## config.mk

```make
export PLATFORM = sky130hd
export DESIGN_NAME = seven_seg_scan_flat
export DESIGN_NICKNAME = d
export VERILOG_FILES = /design/src/rtl/seven_seg_scan_if.sv /design/src/rtl/seven_seg_scan.sv /design/src/flat_wrapper.sv
export SDC_FILE = /design/constraint.sdc
export NUM_CORES = 1
export LEC_CHECK = 0
export CELL_PAD_IN_SITES_DETAIL_PLACEMENT = 1
export CELL_PAD_IN_SITES_GLOBAL_PLACEMENT = 2
export CORE_MARGIN = 2
export CORE_UTILIZATION = 38
export CTS_BUF_LIST = sky130_fd_sc_hd__clkbuf_4 sky130_fd_sc_hd__clkbuf_8
export CTS_CLUSTER_SIZE = 12
export DETAILED_ROUTE_END_ITERATION = 12
export HOLD_SLACK_MARGIN = 0.08
export PLACE_DENSITY = 0.87
export SLEW_MARGIN = 10
export SYNTH_ARGS = -nofsm -noshare
export SYNTH_HDL_FRONTEND = slang
export SYNTH_SLANG_ARGS = --single-unit
```

## constraint.sdc

```tcl
create_clock -name clock -period 2.6 [get_ports clock]
set_clock_uncertainty 0.15 [all_clocks]
set_input_delay 0.78 -clock clock [delete_from_list [all_inputs] [get_ports clock]]
set_output_delay 0.78 -clock clock [all_outputs]
set_load 0.02 [all_outputs]
```

## src/rtl/seven_seg_scan_if.sv

```systemverilog
// Display bus between the stopwatch time counter and the 7-segment scanner.
// Latency: n/a (signal bundle only).
// Backpressure: none; the scanner samples digits/freeze only at frame boundaries.
//
// Signals:
//   digits      packed 4-digit BCD, [3:0] = rightmost digit
//   freeze      1 = hold the current snapshot (lap display)
//   segments    active-low {g,f,e,d,c,b,a}
//   dp          active-low decimal point
//   anodes      active-low digit enables, bit i = digit i
//   frame_start one-cycle pulse after each snapshot boundary
interface seven_seg_scan_if;
    logic [15:0] digits;
    logic        freeze;
    logic [6:0]  segments;
    logic        dp;
    logic [3:0]  anodes;
    logic        frame_start;

    // Counter / display-source side.
    modport master (
        output digits,
        output freeze,
        input  segments,
        input  dp,
        input  anodes,
        input  frame_start
    );

    // Scanner side.
    modport slave (
        input  digits,
        input  freeze,
        output segments,
        output dp,
        output anodes,
        output frame_start
    );
endinterface

```

## src/rtl/seven_seg_scan.sv

```systemverilog
// Time-multiplexed 4-digit common-anode 7-segment driver with per-frame snapshot.
// Latency: outputs follow the scan index one clock later; frame_start one clock after the wrap edge.
// Backpressure: none; digits/freeze are sampled only on the frame-boundary tick.
//
// Ports:
//   clock  rising-edge system clock
//   reset  asynchronous, active-high reset
//   bus    seven_seg_scan_if.slave: digits/freeze in; segments/dp/anodes/frame_start out
module seven_seg_scan #(
    parameter int REFRESH_DIV   = 100000,
    parameter int DP_POS        = 2,
    parameter int BLANK_LEADING = 1
) (
    input  logic             clock,
    input  logic             reset,
    seven_seg_scan_if.slave  bus
);

    localparam int             CW        = $clog2(REFRESH_DIV);
    localparam logic [CW-1:0]  PRESC_MAX = CW'(REFRESH_DIV - 1);
    localparam logic [1:0]     DP_IDX    = 2'(DP_POS);
    localparam bit             BLANK_EN  = (BLANK_LEADING != 0);

    function automatic logic [6:0] bcd_to_seg(input logic [3:0] nib);
        logic [6:0] seg;
        case (nib)
            4'd0:    seg = 7'b1000000;
            4'd1:    seg = 7'b1111001;
            4'd2:    seg = 7'b0100100;
            4'd3:    seg = 7'b0110000;
            4'd4:    seg = 7'b0011001;
            4'd5:    seg = 7'b0010010;
            4'd6:    seg = 7'b0000010;
            4'd7:    seg = 7'b1111000;
            4'd8:    seg = 7'b0000000;
            4'd9:    seg = 7'b0010000;
            default: seg = 7'b0111111;  // invalid BCD shows a dash
        endcase
        return seg;
    endfunction

    logic [CW-1:0] presc_q, presc_d;
    logic [1:0]    idx_q, idx_d;
    logic [15:0]   shadow_q, shadow_d;
    logic          fs_q, fs_d;
    logic [3:0]    anodes_q, anodes_d;
    logic [6:0]    seg_q, seg_d;
    logic          dp_q, dp_d;

    logic          tick;
    logic          wrap;
    logic [3:0]    cur_nib;
    logic [3:0]    nib_zero;
    logic [3:0]    lead_zero;
    logic          blank;

    always_comb begin
        tick     = (presc_q == PRESC_MAX);
        presc_d  = tick ? '0 : presc_q + CW'(1);
        idx_d    = tick ? idx_q + 2'd1 : idx_q;

        // Frame boundary: the slot-3 tick that takes the index back to 0.
        wrap     = tick && (idx_q == 2'd3);
        shadow_d = (wrap && !bus.freeze) ? bus.digits : shadow_q;
        fs_d     = wrap;

        for (int k = 0; k < 4; k++) begin
            nib_zero[k] = (shadow_q[4*k +: 4] == 4'd0);
        end

        // lead_zero[i] = nibbles i..3 are all zero.
        lead_zero[3] = nib_zero[3];
        lead_zero[2] = nib_zero[2] & lead_zero[3];
        lead_zero[1] = nib_zero[1] & lead_zero[2];
        lead_zero[0] = nib_zero[0] & lead_zero[1];

        cur_nib  = shadow_q[{idx_q, 2'b00} +: 4];
        blank    = BLANK_EN && (idx_q > DP_IDX) && lead_zero[idx_q];

        anodes_d = blank ? 4'b1111 : ~(4'b0001 << idx_q);
        seg_d    = blank ? 7'b1111111 : bcd_to_seg(cur_nib);
        dp_d     = !((idx_q == DP_IDX) && !blank);
    end

    always_ff @(posedge clock or posedge reset) begin
        if (reset) begin
            presc_q  <= '0;
            idx_q    <= 2'd0;
            shadow_q <= 16'h0000;
            fs_q     <= 1'b0;
            anodes_q <= 4'b1111;
            seg_q    <= 7'b1111111;
            dp_q     <= 1'b1;
        end else begin
            presc_q  <= presc_d;
            idx_q    <= idx_d;
            shadow_q <= shadow_d;
            fs_q     <= fs_d;
            anodes_q <= anodes_d;
            seg_q    <= seg_d;
            dp_q     <= dp_d;
        end
    end

    assign bus.anodes      = anodes_q;
    assign bus.segments    = seg_q;
    assign bus.dp          = dp_q;
    assign bus.frame_start = fs_q;

endmodule

```

## src/flat_wrapper.sv

```systemverilog
// flat-port wrapper written by rule: the top's interface ports become plain ports
module seven_seg_scan_flat 
#(
    parameter int REFRESH_DIV   = 100000,
    parameter int DP_POS        = 2,
    parameter int BLANK_LEADING = 1
)
  (clock, reset, bus_digits, bus_freeze, bus_segments, bus_dp, bus_anodes, bus_frame_start);
  seven_seg_scan_if bus_i ();
  input  logic clock;
  input  logic reset;
  input wire logic [$bits(bus_i.digits)-1:0] bus_digits;
  input wire logic [$bits(bus_i.freeze)-1:0] bus_freeze;
  output wire logic [$bits(bus_i.segments)-1:0] bus_segments;
  output wire logic [$bits(bus_i.dp)-1:0] bus_dp;
  output wire logic [$bits(bus_i.anodes)-1:0] bus_anodes;
  output wire logic [$bits(bus_i.frame_start)-1:0] bus_frame_start;
  assign bus_i.digits = bus_digits;
  assign bus_i.freeze = bus_freeze;
  assign bus_segments = bus_i.segments;
  assign bus_dp = bus_i.dp;
  assign bus_anodes = bus_i.anodes;
  assign bus_frame_start = bus_i.frame_start;
  seven_seg_scan #(.REFRESH_DIV(REFRESH_DIV), .DP_POS(DP_POS), .BLANK_LEADING(BLANK_LEADING)) u_core (.clock(clock), .reset(reset), .bus(bus_i));
endmodule
```

# ---- After elaboration in Yosys (flattened, before gate mapping)
# Memories as Yosys holds them, arrays and structs flattened.
# Cells that the tools add are included.
dict set report totals {
  regBits 48
  mem_bits_ro 112
  in_bits 19
  out_inout_bits 13
  word_cells 37
  n_memories 1
}
dict set report op_classes {
  addsub 2
  order_cmp 2
  n_eq_ne 3
  n_shift 2
  n_mux 5
  n_bitwise 4
  reduce_logical 11
}
# memory depth width read_ports rd_clocked_by_memory_dff write_ports line
set memory_table {}
lappend memory_table {{(name not given)} 16 7 1 0 0 seven_seg_scan.sv:26} ;# case (nib)
# cell n
set op_table {}
lappend op_table {{17-bit by 1-bit adder with 17-bit output (second input constant)} 1}
lappend op_table {{17-bit == test (second input constant)} 1}
lappend op_table {{17-bit two-way mux} 1}
lappend op_table {{4-bit zero test} 4}
lappend op_table {{16-bit by 5-bit variable part select with 4-bit output} 1}
lappend op_table {{7-bit two-way mux} 1}
lappend op_table {{2-bit == test (second input constant)} 2}
lappend op_table {{1-bit logical AND} 4}
lappend op_table {{4-bit two-way mux} 1}
lappend op_table {{4-bit inverter} 1}
lappend op_table {{1-bit by 2-bit left shift with 4-bit output (first input constant)} 1}
lappend op_table {{1-bit bitwise AND} 3}
lappend op_table {{1-bit zero test} 3}
lappend op_table {{2-bit by 3-bit less-than comparator with 1-bit output (second input constant)} 1}
lappend op_table {{2-bit by 1-bit adder with 2-bit output (second input constant)} 1}
lappend op_table {{1-bit binary-select mux with 2-bit select} 1}
lappend op_table {{2-bit > comparator (second input constant)} 1}
lappend op_table {{1-bit two-way mux} 1}

# ---- Longest topological paths before layout
# Gate-level depths: netlist of the first run.
dict set report depth {
  ltp_word 10
  depth_mapped 8
  mapped_depth_nobuf 7
}

# ---- Least setup slack after synthesis of the first run
# OpenSTA, ideal clock, no wires.
dict set report synth_path {
  kind {flip-flop to flip-flop}
  start {reg u_core.presc_q[0]}
  end {reg u_core.shadow_q[0]}
  setup_time_ns 0.125
  t_arrival_ns 1.892
  required_time_ns 2.325
  path_slack_ns 0.432
  path_stages_with_launch 7
  path_buffers 1
  period_less_slack_ns 2.168
  cell_sequence {dfrtp_1 -> ha_1 -> and4_4 -> and4b_4 -> nor3b_4 -> buf_8 -> mux2_4}
}
dict set report synth_between {
  elab_chain_cells 3
}
# item line
set synth_rtl {}
lappend synth_rtl {{from (decl)} seven_seg_scan.sv:42} ;# logic [CW-1:0] presc_q, presc_d;
lappend synth_rtl {{from (signal assigned)} seven_seg_scan.sv:95} ;# presc_q <= presc_d;
lappend synth_rtl {{17-bit == test} seven_seg_scan.sv:58} ;# tick = (presc_q == PRESC_MAX);
lappend synth_rtl {{1-bit logical AND} seven_seg_scan.sv:63} ;# wrap = tick && (idx_q == 2'd3);
lappend synth_rtl {{1-bit logical AND} seven_seg_scan.sv:64} ;# shadow_d = (wrap && !bus.freeze) ? bus.digits : shadow_q;
lappend synth_rtl {{to (signal assigned)} seven_seg_scan.sv:97} ;# shadow_q <= shadow_d;
lappend synth_rtl {{to (decl)} seven_seg_scan.sv:44} ;# logic [15:0] shadow_q, shadow_d;
# Every way passes these cells.
# A chain may end at the register's enable or synchronous reset.

# ---- Worst setup path in the final report of the first run
dict set report layout_path {
  start {reg u_core.anodes_q[2] (netlist: u_core.bus.anodes[2])}
  end {out bus_anodes[2]}
}
# item line
set layout_rtl {}
lappend layout_rtl {{from (decl)} seven_seg_scan.sv:46} ;# logic [3:0] anodes_q, anodes_d;
lappend layout_rtl {{from (signal assigned)} seven_seg_scan.sv:99} ;# anodes_q <= anodes_d;
lappend layout_rtl {{to (decl)} flat_wrapper.sv:16} ;# output wire logic [$bits(bus_i.anodes)-1:0] bus_anodes;
# No word-level cell between the ends.

==> impl_results.md, run 1 <==
* Slew Viols, Final at 0
* WL final at 4430 µm
* DP HPWL at 3290 µm
* Total Routing Usage GR at 0.151
* H-tree levels at 2
* Part of the power in the clock network at 0.387
* Die width at 81.8 µm
* Crit-path slowest cell: clkdlybuf4s50_1
* Worst path arrival time at 1.42 ns
* Max_cap viols at 0
* I/O pin total at 32
* Internal power component at 1.01 mW
* PwrDens at 450 nW/µm²
* CTS tree: done
* Setup CP Type: register to output port
* R2r worst-path depth at 6
* Crit path depth at 1
* Post-Layout Cell Count at 298
* Number of buffers and inverters on the critical path at 1
* Multi-input combinational cell area at 1020 µm²
* Status: complete, no violations
* Antenna Nets Post-Route at 0
* HP Class: register to register
* Crit-path max FO at 2
* Number of synthesized register bits at 47
* Die area at 6700 µm²
* Most common cell after layout, fill and taps aside: dfrtp_1
* Crit path from: u_core.bus.anodes[2]
* Number of synthesized flops with an enable pin at 0
* Drt wl/cell at 14.9 µm
* DRC viols at 0
* DIE HEIGHT at 81.8 µm
* Worst flop-to-flop path endpoint: u_core.shadow_q[15]
* Minimum clock period after layout at 2.35 ns
* Drt first pass iters at 4
* Synth unique cells at 42
* PnR worst setup slack at 0.252 ns
* FFs w/ async S/R, synth at 1.00
* Worst setup EP type: output port
* Fmax at 0.426 GHz
* Vias/cell at 5.01
* Rows at 28
* Post-Place Cells at 290
* Share of cells above drive strength 1 at 0.211
* # resized after CTS at 0
* Final setup TNS at 0 ns
* CP Launch Type: register
* Pin count of the biggest net entering global routing at 48
* Final #Nets at 252
* Crit path max-delay family: buffers and inverters
* Number of global-route vias before repair at 1,491
* Fill count at 633
* Hold Fails Final Rpt at 0
* Post-Syn Area per Cell at 12.3 µm²
* Period utilization at 0.903
* Slew headroom at 0.530
* RR Startpoint: u_core.presc_q[0]
* Unrepaired setup endpoints after global routing: false
* Vias at 1,492
* I/O Buffers at 31
* Most frequent cells in the layout: 36 x dfrtp_1, 31 x clkdlybuf4s50_1, 13 x inv_1, 11 x ha_1, 11 x dfstp_2
* Leak Pwr at 1.21 nW
* Worst-margin pin slew at 0.700 ns
* Setup slack, reg-to-reg at 0.44 ns
* Clock-pin slew on the worst setup and hold paths at 0.08 ns
* Required time of the critical path at 1.67 ns
* Net Sw Frac at 0.202
* Antenna cells at 0
* Antenna violations before repair at 0
* Hold_buf cts at 0
* Initial core utilization at 0.391
* Peak supply drop at 0.000185 V
* Register area at 1190 µm²
* Synthesized instance count at 187
* First DRT Iteration DRCs at 105
* Power, Total at 1.27 mW
* Synth-to-Final Area Change at 22.4%
* Worst slack, placed at 0.338 ns
* Worst Setup EP: bus_anodes[2]
* Critical path's largest stage delay at 0.59 ns
* CTS sink cnt at 47
* Combinational fraction of design power at 0.036
* Post-synthesis sequential area ratio at 0.517
* Top_reg_cell synth: dfrtp_1
* Synth Net Count at 217
* Net Sw Power at 257 µW
* CTS max path bufs at 2
* Cts bufs inserted at 5
* Final Setup Violations at 0
* Post-CTS setup buffers at 0
* First-pass GRT wire length at 7460 µm
* Gr ovfl total at 0
* Post-Syn Area at 2300 µm²
* Reg power frac at 0.577
* Ys Warns at 0
* Clock Latency Late Sink at 0.30 ns
* CP Cell Sequence: clkdlybuf4s50_1
* Root buffer cell: clkbuf_8
* Core area at 5890 µm²
* RD Place Congestion at 0.756
metal layers:
metal | part of all wire | up-vias | global-route usage
li1 | - | 724 | -
met1 | 0.50 | 729 | 0.217
met2 | 0.44 | 33 | 0.223
met3 | 0.041 | 6 | 0.0341
met4 | 0.016 | 0 | 0.0550
met5 | 0 | - | 0
synthesized netlist by cell type (all sizes together) (3+ instances only):
| master | instances | area [µm²] |
|---|---|---|
| dfstp | 11 | 289 |
| nand2 | 10 | 37.5 |
| mux4 | 4 | 90.1 |
| nor3 | 5 | 25.0 |
| nand4 | 5 | 31.3 |
| a21oi | 4 | 20.0 |
| xor2 | 3 | 26.3 |
| xnor2 | 10 | 87.6 |
| o21ai | 8 | 40.0 |
| nor4 | 5 | 37.5 |
| buf | 3 | 27.5 |
| nor2 | 8 | 30.0 |
| inv | 14 | 52.6 |
| clkbuf | 3 | 11.3 |
| and4 | 3 | 28.8 |
| nand3 | 8 | 40.0 |
| ha | 11 | 138 |
| dfrtp | 36 | 901 |
| mux2 | 16 | 218 |
sequential cells by signal, summed over array words and instances, names as in the netlist:
signal and flops:
u_core.presc_q 17, u_core.bus.frame_start 1, u_core.idx_q 2, u_core.bus.segments 7, u_core.shadow_q 16, u_core.bus.anodes 4
power by group through the flow:
stage | registers, mW | logic [mW] | clock network (mW)
finish | 0.731 | 0.0459 | 0.491
global route | 0.731 | 0.0504 | 0.539
CTS | 0.731 | 0.0476 | 0.508
detailed placement | 0.745 | 0.0475 | 0
global placement | 0.745 | 0.0469 | 0
floorplan | 0.745 | 0.0110 | 0
cell families (layout without fill, tap and decap cells):
kind of cell | count (synthesis) | after routing | synth area share
AOI/OAI and AO/OA | 19 | 19 | 0.0500
DFF | 47 | 47 | 0.517
muxes | 21 | 21 | 0.138
xor gates and xnor gates | 13 | 13 | 0.0495
adders and majority gates | 11 | 11 | 0.0598
and+or+nand+nor | 56 | 56 | 0.146
buffers and inverters | 20 | 56 | 0.0397
cell type report:
cell class | count | area share
Multi-Input combinational cell | 120 | 0.362
Tap cell | 75 | 0.0333
Timing Repair Buffer | 34 | 0.127
Clock buffer | 8 | 0.0368
Sequential cell | 47 | 0.422
Inverter | 14 | 0.0186
worst min path at each step:
stage / startpoint / end / slack [ns] / cells after the start
finish: u_core.presc_q[0] / u_core.presc_q[0] / 0.35 / 1
detailed placement: u_core.presc_q[0] / u_core.presc_q[0] / 0.34 / 1
floorplan: u_core.presc_q[0] / u_core.presc_q[0] / 0.30 / 1
global placement: u_core.presc_q[0] / u_core.presc_q[0] / 0.32 / 1
CTS: u_core.presc_q[0] / u_core.presc_q[0] / 0.35 / 1
global route: u_core.presc_q[12] / u_core.presc_q[12] / 0.38 / 1
metrics by stage:
stage / util / area (µm²) / hold WS [ns]
5_1_grt: 0.479 / 2820 / 0.377
4_1_cts: 0.479 / 2820 / 0.353
2_1_floorplan: - / 2300 / 0.305
6_report: 0.479 / 2820 / 0.351
3_3_place_gp: 0.461 / 2720 / 0.323
3_5_place_dp: 0.461 / 2720 / 0.341
No activity file was read; power rests on OpenSTA's default activity.
==> run 2: changes to the inputs <==
- CAP_MARGIN: default -> 25
- CELL_PAD_IN_SITES_DETAIL_PLACEMENT: 1 -> default
- CELL_PAD_IN_SITES_GLOBAL_PLACEMENT: 2 -> default
- CORE_UTILIZATION: 38 -> 56
- PLACE_DENSITY: 0.87 -> 0.86
==> run 2 against run 1 <==
Sequential power barely moved. Critical endpoint is now bus_segments[3]. Power rose by 4.3%. Combinational power fell by 1%. Global-route usage rose by 5.2 points. Critical path type unchanged. Setup slack got worse by 0.012 ns. Die area fell by 31%. Count of clock-buffer cells in the layout fell by 2. Routed wire length fell by 9.1%. First-iteration DRC count fell by 6.7%. Final cell count fell by 8.4%.
==> impl_results.md, run 2 (same netlist as run 1, synthesis figures left out) <==
* Post-route design area at 2800 µm² (-0.62%)
* CP Launch Type: register
* Share of cells above drive strength 1 at 0.211 (unchanged)
* DIE HEIGHT at 68.1 µm (-17%)
* Antenna violations before repair at 0 (unchanged)
* Most common cell after layout, fill and taps aside: dfrtp_1
* Crit path max-delay family: buffers and inverters
* Clock-pin slew on the worst setup and hold paths at 0.09 ns (about the same)
* First-pass GRT wire length at 6660 µm (-11%)
* Core area at 3970 µm² (-33%)
* Post-Place Cells at 265 (-8.6%)
* Rows at 23 (-18%)
* Peak supply drop at 0.000370 V (+100%)
* Area after DPL at 2680 µm² (-1.2%)
* Period utilization at 0.907 (+0.00447)
* Drt wl/cell at 14.8 µm (-0.72%)
* Crit-path slowest cell: clkdlybuf4s50_1
* HP Class: register to register
* CTS tree: done
* Drt first pass iters at 4 (unchanged)
* Fill count at 276 (-56%)
* Worst path arrival time at 1.43 ns (about the same)
* Die area at 4640 µm² (-31%)
* Status: complete, no violations
* Gr ovfl total at 0 (unchanged)
* Post-Layout Cell Count at 273 (-8.4%)
* Worst Hold Launch: u_core.presc_q[0]
* Antenna Nets Post-Route at 0 (unchanged)
* Hold Fails Final Rpt at 0 (unchanged)
* # resized after CTS at 0 (unchanged)
* I/O pin total at 32 (unchanged)
* Post-CTS setup buffers at 0 (unchanged)
* Antenna cells at 0 (unchanged)
* Final Setup Violations at 0 (unchanged)
* H-tree levels at 2 (unchanged)
* CTS sink cnt at 47 (unchanged)
* Unrepaired setup endpoints after global routing: false
* I/O Buffers at 31 (unchanged)
* Final setup TNS at 0 ns (unchanged)
* Minimum clock period after layout at 2.36 ns (+0.0116 ns)
* Slew headroom at 0.520 (-0.0100)
* Leak Pwr at 1.22 nW (+0.51%)
* Most frequent cells in the layout: 36 x dfrtp_1, 31 x clkdlybuf4s50_1, 13 x inv_1, 11 x ha_1, 11 x dfstp_2
* Number of global-route vias before repair at 1,422 (-4.6%)
* Cts bufs inserted at 5 (unchanged)
* DRC viols at 0 (unchanged)
* Power, Total at 1.32 mW (+4.3%)
* RD Place Congestion at 0.796 (+5.4%)
* Fmax at 0.424 GHz (-0.49%)
* Clock Latency Late Sink at 0.30 ns (about the same)
* Worst hold margin at 0.331 ns (-0.0200 ns)
* Initial core utilization at 0.580 (+0.189)
* Final #Nets at 252 (unchanged)
* Worst setup EP type: output port
* Slew Viols, Final at 0 (unchanged)
* Required time of the critical path at 1.67 ns (about the same)
* Post-layout util at 0.705 (+0.226)
* Crit-path max FO at 1 (-1)
* Die width at 68.1 µm (-17%)
* PnR worst setup slack at 0.241 ns (-0.0116 ns)
* Setup CP Type: register to output port
* Hold_buf cts at 0 (unchanged)
* WL final at 4030 µm (-9.1%)
* PwrDens at 472 nW/µm² (+5.0%)
* RR Startpoint: u_core.presc_q[0]
* Critical path's largest stage delay at 0.60 ns (about the same)
* First DRT Iteration DRCs at 98 (-6.7%)
* Synth-to-Final Area Change at 21.7%
* Worst-margin pin slew at 0.716 ns (+0.0160 ns)
* Pin count of the biggest net entering global routing at 29 (-40%)
* Crit path from: u_core.bus.segments[3]
* Max_cap viols at 0 (unchanged)
* Root buffer cell: clkbuf_8
* Number of buffers and inverters on the critical path at 1 (unchanged)
* CP Cell Sequence: clkdlybuf4s50_1
* Vias/cell at 5.45 (+8.9%)
* CTS max path bufs at 2 (unchanged)
* Worst slack, placed at 0.307 ns (-0.0312 ns)
* Vias at 1,489 (-0.20%)
* Largest Register: u_core.presc_q
* Max reg flops at 17 (unchanged)
* DP HPWL at 2980 µm (-9.6%)
* Total Routing Usage GR at 0.203 (+0.0521)
run 2: cell types whose count changed in the layout (fill, tap and decap cells not counted):
cell,change
clkinv_2,+1
bufinv_16,+1
clkbuf_8,-1
clkbuf_4,-1
run 2: metal layers:
metal / vias up / routed length, µm / track usage
li1: 728 / - / -
met1: 709 / 1810 / 0.274
met2: 44 / 1930 / 0.309
met3: 8 / 171 / 0.0411
met4: 0 / 116 / 0.108
met5: - / 0 / 0
run 2: path summary, 6_finish.rpt:
kind,to,slack (ns),cells past startpoint
max reg2reg,u_core.shadow_q[15],0.40,6
max in group asynchronous,u_core.presc_q[5],1.12,3
min in group asynchronous,u_core.bus.frame_start,0.66,2
max,bus_segments[3],0.24,1
min,u_core.presc_q[0],0.33,1
min reg2reg,u_core.presc_q[0],0.33,1
run 2: layout make-up:
cell class / count / area, µm² / share of cell area
Sequential cell: 47 / 1190 / 0.425
Tap cell: 50 / 62.6 / 0.0223
Timing Repair Buffer: 34 / 358 / 0.128
Clock buffer: 6 / 82.6 / 0.0295
Inverter: 14 / 52.6 / 0.0188
Clock inverter: 2 / 35.0 / 0.0125
Multi-Input combinational cell: 120 / 1020 / 0.364
run 2: report_power, final:
group | internal, mW | switching, mW | total [mW]
Sequential | 0.731 | 0 | 0.731
Clock | 0.311 | 0.236 | 0.547
Combinational | 0.0270 | 0.0183 | 0.0453
Total | 1.07 | 0.254 | 1.32
==> run 3: changes to the inputs <==
- CTS_CLUSTER_SIZE: 12 -> default
==> results of run 3 <==
No change in the layout: final DEF, timing and power equal those of run 2.
